[config.mk]
export PLATFORM = sky130hd
export DESIGN_NAME = stall_monitor
export DESIGN_NICKNAME = d
export VERILOG_FILES = /design/src/rtl/stall_monitor.sv
export SDC_FILE = /design/constraint.sdc
export NUM_CORES = 1
export LEC_CHECK = 0
export CAP_MARGIN = 5
export CORE_MARGIN = 3
export CORE_UTILIZATION = 45
export CTS_CLUSTER_DIAMETER = 30
export DETAILED_ROUTE_END_ITERATION = 10
export PLACE_DENSITY = 0.71
export SLEW_MARGIN = 30
export SYNTH_ARGS = -nofsm -noshare
export SYNTH_HDL_FRONTEND = slang
export SYNTH_SLANG_ARGS = --single-unit
[constraint.sdc]
create_clock -name clk -period 5.95 [get_ports clk]
set_clock_uncertainty 0.2 [all_clocks]
set_input_delay 0.8925 -clock clk [delete_from_list [all_inputs] [get_ports clk]]
set_output_delay 0.8925 -clock clk [all_outputs]
set_load 0.005 [all_outputs]
[src/rtl/stall_monitor.sv]
`default_nettype none
// ============================================================================
// Module      : stall_monitor
// Description : Runtime monitor for RV32IMA pipeline stalls. Detects load-use
//               and load-to-branch hazards at ID/EX, checks each hazard stall
//               run against its expected length, bounds the length of any
//               stall run, and keeps saturating stall/hazard counters.
// Revision    : 1.0 - initial release
// ============================================================================
module stall_monitor #(
    parameter int MAX_STALL     = 2,
    parameter int BR_LOAD_STALL = 2,
    parameter int LD_USE_STALL  = 1,
    parameter int STRICT        = 1,
    parameter int CNT_W         = 16,
    parameter int REG_W         = 5
) (
    input  logic             clk,
    input  logic             reset,
    input  logic             stall,
    input  logic             flush,
    input  logic [6:0]       opcode_id,
    input  logic [1:0]       branch_id,
    input  logic [REG_W-1:0] rs1_id,
    input  logic [REG_W-1:0] rs2_id,
    input  logic             uses_rs2_id,
    input  logic [REG_W-1:0] rd_ex,
    input  logic             clear,
    output logic [CNT_W-1:0] run_len,
    output logic [CNT_W-1:0] stall_cycles,
    output logic [CNT_W-1:0] hazard_cnt,
    output logic [2:0]       err,
    output logic             err_any
);

    typedef enum logic [0:0] {
        S_IDLE    = 1'b0,
        S_MEASURE = 1'b1
    } state_t;

    localparam logic [6:0]       C_OP_LOAD   = 7'b0000011;
    localparam logic [1:0]       C_BR_COND   = 2'b01;
    localparam logic [CNT_W-1:0] C_CNT_MAX   = '1;
    localparam logic [CNT_W-1:0] C_CNT_ONE   = CNT_W'(1);
    localparam logic [CNT_W-1:0] C_MAX_STALL = CNT_W'(MAX_STALL);
    localparam logic [CNT_W-1:0] C_BR_STALL  = CNT_W'(BR_LOAD_STALL);
    localparam logic [CNT_W-1:0] C_LU_STALL  = CNT_W'(LD_USE_STALL);

    state_t           r_state;
    state_t           w_state_nxt;
    logic             r_ex_load;
    logic [CNT_W-1:0] r_run_len;
    logic [CNT_W-1:0] r_stall_cycles;
    logic [CNT_W-1:0] r_hazard_cnt;
    logic [CNT_W-1:0] r_exp;
    logic [CNT_W-1:0] r_cnt;
    logic [CNT_W-1:0] w_exp_nxt;
    logic [CNT_W-1:0] w_cnt_nxt;
    logic [CNT_W-1:0] w_exp_len;
    logic [2:0]       r_err;
    logic [2:0]       w_err_evt;
    logic [2:0]       w_err_nxt;
    logic             r_err_any;
    logic             w_haz;
    logic             w_haz_inc;

    // A load in EX whose non-zero destination feeds an ID source is a hazard
    assign w_haz = r_ex_load && (rd_ex != '0) &&
                   ((rd_ex == rs1_id) || (uses_rs2_id && (rd_ex == rs2_id)));
    assign w_exp_len = (branch_id == C_BR_COND) ? C_BR_STALL : C_LU_STALL;

    // Error events are sticky; an event in the same cycle as clear survives
    assign w_err_nxt = clear ? w_err_evt : (r_err | w_err_evt);

    // FSM next-state, per-hazard measurement and error events
    always_comb begin
        w_state_nxt  = r_state;
        w_exp_nxt    = r_exp;
        w_cnt_nxt    = r_cnt;
        w_haz_inc    = 1'b0;
        w_err_evt    = 3'b000;
        w_err_evt[0] = stall && (r_run_len >= C_MAX_STALL);
        case (r_state)
            S_IDLE: begin
                if (w_haz) begin
                    w_haz_inc = 1'b1;
                    w_exp_nxt = w_exp_len;
                    w_cnt_nxt = stall ? C_CNT_ONE : '0;
                    if (stall) begin
                        w_state_nxt = S_MEASURE;
                    end else begin
                        w_err_evt[1] = 1'b1;
                    end
                end
            end
            S_MEASURE: begin
                // ID is held while stalling, so haz is not re-evaluated here
                if (flush) begin
                    w_state_nxt = S_IDLE;
                end else if (stall) begin
                    if (r_cnt != C_CNT_MAX) begin
                        w_cnt_nxt = r_cnt + C_CNT_ONE;
                    end
                end else begin
                    w_err_evt[1] = (r_cnt < r_exp);
                    w_err_evt[2] = (STRICT != 0) && (r_cnt > r_exp);
                    w_state_nxt  = S_IDLE;
                end
            end
            default: w_state_nxt = S_IDLE;
        endcase
    end

    // FSM state and measurement registers
    always_ff @(posedge clk or negedge reset) begin
        if (!reset) begin
            r_state <= S_IDLE;
            r_exp   <= '0;
            r_cnt   <= '0;
        end else begin
            r_state <= w_state_nxt;
            r_exp   <= w_exp_nxt;
            r_cnt   <= w_cnt_nxt;
        end
    end

    // EX-stage load tracking and current stall-run length
    always_ff @(posedge clk or negedge reset) begin
        if (!reset) begin
            r_ex_load <= 1'b0;
            r_run_len <= '0;
        end else begin
            r_ex_load <= (opcode_id == C_OP_LOAD) && !stall && !flush;
            if (!stall) begin
                r_run_len <= '0;
            end else if (r_run_len != C_CNT_MAX) begin
                r_run_len <= r_run_len + C_CNT_ONE;
            end
        end
    end

    // Saturating performance counters and sticky error flags
    always_ff @(posedge clk or negedge reset) begin
        if (!reset) begin
            r_stall_cycles <= '0;
            r_hazard_cnt   <= '0;
            r_err          <= 3'b000;
            r_err_any      <= 1'b0;
        end else begin
            if (clear) begin
                r_stall_cycles <= '0;
                r_hazard_cnt   <= '0;
            end else begin
                if (stall && (r_stall_cycles != C_CNT_MAX)) begin
                    r_stall_cycles <= r_stall_cycles + C_CNT_ONE;
                end
                if (w_haz_inc && (r_hazard_cnt != C_CNT_MAX)) begin
                    r_hazard_cnt <= r_hazard_cnt + C_CNT_ONE;
                end
            end
            r_err     <= w_err_nxt;
            r_err_any <= |w_err_nxt;
        end
    end

    assign run_len      = r_run_len;
    assign stall_cycles = r_stall_cycles;
    assign hazard_cnt   = r_hazard_cnt;
    assign err          = r_err;
    assign err_any      = r_err_any;

endmodule
`default_nettype wire

==> metrics <==
DP Worst Slack 1.94 ns; Worst-Margin Slew 0.821 ns; vias in the first global route 3,449; Yosys cell types 58; Post-Syn Area 4080 µm²; PostCTS Resize Cnt 0; I/O pin cnt 82; drt first pass iters 4; Pleak 2.02 nW; relative slew slack 45.3%; Max Clk Rate 278 MHz; status finished, final reports clean; Initial Util 46.5%; CTS tree yes; global-route wire length before repair 16,600 µm; area growth from synthesis to layout 24.8%; R2R cell count 6; vias per std cell 5.80; top post-synthesis cells by area dfrtp_1 (44%), xnor2_1 (4.5%), nor2_1 (3.8%); Worst Setup Start Kind primary input; Worst Hold Class reg2reg; max-slew violations 0; crit end category flop; Final #Nets 545; Post-synth ARST share 100%; syn nets 471; final setup vio count 0; Hold Fails Final Rpt 0; Post-synth top flop dfrtp_1; GR Util All Layers 19.9%; Worst path depth 6; Synth area leader dfrtp_1; CP Data Arrival Time 3.64 ns; gp weighted congestion 0.838; Setup Buffers After CTS 0; row count 34; CTS root buf clkbuf_8; Required @ worst endpoint 6.00 ns; Util after Layout 58.1%; Routed Antenna Nets 0; number of hold buffers added after CTS 0; CP Max Fanout 18; initial antenna violation count 0; Post-Layout Inst Area 5090 µm²; Core Area 8760 µm²; critical path class in2reg; Worst-path clk slew 0.08 ns; Clk Latency, worst-skew pair 0.34 ns; critical path, cell by cell clkdlybuf4s50_1, clkinv_1, nor2_1, nand2b_1, a2111o_1, a21oi_1; Syn Area/Cell 9.39 µm²; GR Overflow Total 0; WHS Path Cells 1; Starting DRT DRC Count 114; die width 101 µm; htree depth 3; synth cell count leaders dfrtp_1 (72), nor2_1 (41), nand3_1 (29); Worst IR Drop VDD 0.125 mV; Residual DRC 0; Synth top area share 44.2%; CTS Buffer Depth 2; share of layout cells above drive strength 1 6.08%; power density cells 180 nW/µm²; most common cell in the synthesized netlist dfrtp_1; final period utilization 60.4%; placed cell area 4920 µm²; RSZ-0062 raised after global routing false; CTS Buf Count 9; clk sinks 72; Wirelength per Cell 15.8 µm; Seq/Total Area, Yosys 44.2%; slowest library cell on the worst path clkdlybuf4s50_1; family with the most delay on the worst path buffers and inverters; FF+latch count, synth 72; min Tclk post-route 3.59 ns; Die Area 10,200 µm²; diode count 0; Post-synth EDFFs 0; port bufs 81; CP max stage delay 0.75 ns; Synthesis Warnings 0; Worst Path Buf+Inv 2; Fill cells 780; final wirelength 9780 µm; Vias 3,587; largest net degree at the start of global routing 73; total of max-cap violations 0; worst setup margin 2.36 ns; cells after synthesis 434; Final TNS setup 0 ns; hold_ws 0.290 ns; detailed placement HPWL 6780 µm; die height 101 µm
[worst register-to-register path, cell delays in order (launching register included)]
cell and delay (ns):
dfrtp_1 0.46, and4_2 0.33, nand3_4 0.11, nor4_4 0.52, nand2b_1 0.54, a2111o_1 0.23
a21oi_1 0.07
[layer usage]
| metal | global-route usage [%] | vias up | routed length [µm] |
|---|---|---|---|
| met5 | 0 | - | 0 |
| met4 | 5.83 | 0 | 117 |
| met3 | 4.68 | 11 | 400 |
| met2 | 31.7 | 71 | 4870 |
| met1 | 27.1 | 1755 | 4400 |
| li1 | - | 1750 | - |
[report_power, final]
group | switching [mW] | internal (mW) | leakage (nW)
registers | 0.00695 | 0.495 | 0.994
clock network | 0.172 | 0.167 | 0.0842
logic | 0.0355 | 0.0396 | 0.945
total | 0.214 | 0.702 | 2.02
[metrics by stage]
stage / cells / total power [mW]
3_3_place_gp: 605 / 0.586
6_report: 618 / 0.916
5_1_grt: 618 / 0.953
2_1_floorplan: 434 / 0.537
3_5_place_dp: 605 / 0.587
4_1_cts: 618 / 0.927
[cell usage in the layout (no fill, tap or decap), types with 9 or more instances in the layout]
cell type,netlist,final
clkdlybuf4s50_1,0,80
dfrtp_1,72,72
nor2_1,41,41
nand3_1,29,29
nand2_1,26,25
xnor2_1,21,21
a21oi_1,21,21
inv_1,16,16
or4_1,15,15
nor4_1,12,12
nand4_1,11,11
o21ai_0,11,11
nor3_1,11,11
xor2_1,11,11
clkbuf_8,1,11
o31ai_1,10,10
and3_1,9,9
[sequential cells by signal, summed over array words and instances, names as in the netlist]
register      count
hazard_cnt       16
r_cnt            16
run_len          16
stall_cycles     16
err               3
r_exp             2
err_any           1
r_ex_load         1
r_state           1
[final cells by class]
type / instances / area, µm² / area share, %
flip-flops and latches: 72 / 1800 / 35.4
clock inverters: 1 / 5.00 / 0.0984
multi-input cells: 324 / 2090 / 41.2
inverters: 17 / 63.8 / 1.25
clock buffers: 12 / 155 / 3.05
repair buffers: 84 / 832 / 16.4
well taps: 108 / 135 / 2.66
[kinds of logic after synthesis]
logic type | after synthesis | synth area share, %
xor gates and xnor gates | 32 | 6.88
and+or+nand+nor | 198 | 27.1
muxes | 6 | 1.63
adders and majority gates | 7 | 2.15
buffers and inverters | 38 | 4.45
AOI/OAI and AO/OA | 81 | 13.6
DFF | 72 | 44.2
[final timing paths]
path	start	end	slack, ns
max in group asynchronous	reset	run_len[3]	4.62
worst min register to register	r_exp[1]	r_exp[1]	0.29
worst min-delay path	r_exp[1]	r_exp[1]	0.29
worst max-delay path	stall	r_cnt[9]	2.36
worst max register to register	r_cnt[3]	r_cnt[9]	3.37
min in group asynchronous	reset	hazard_cnt[8]	0.43
Note: power is estimated with default switching activity, not from simulation.
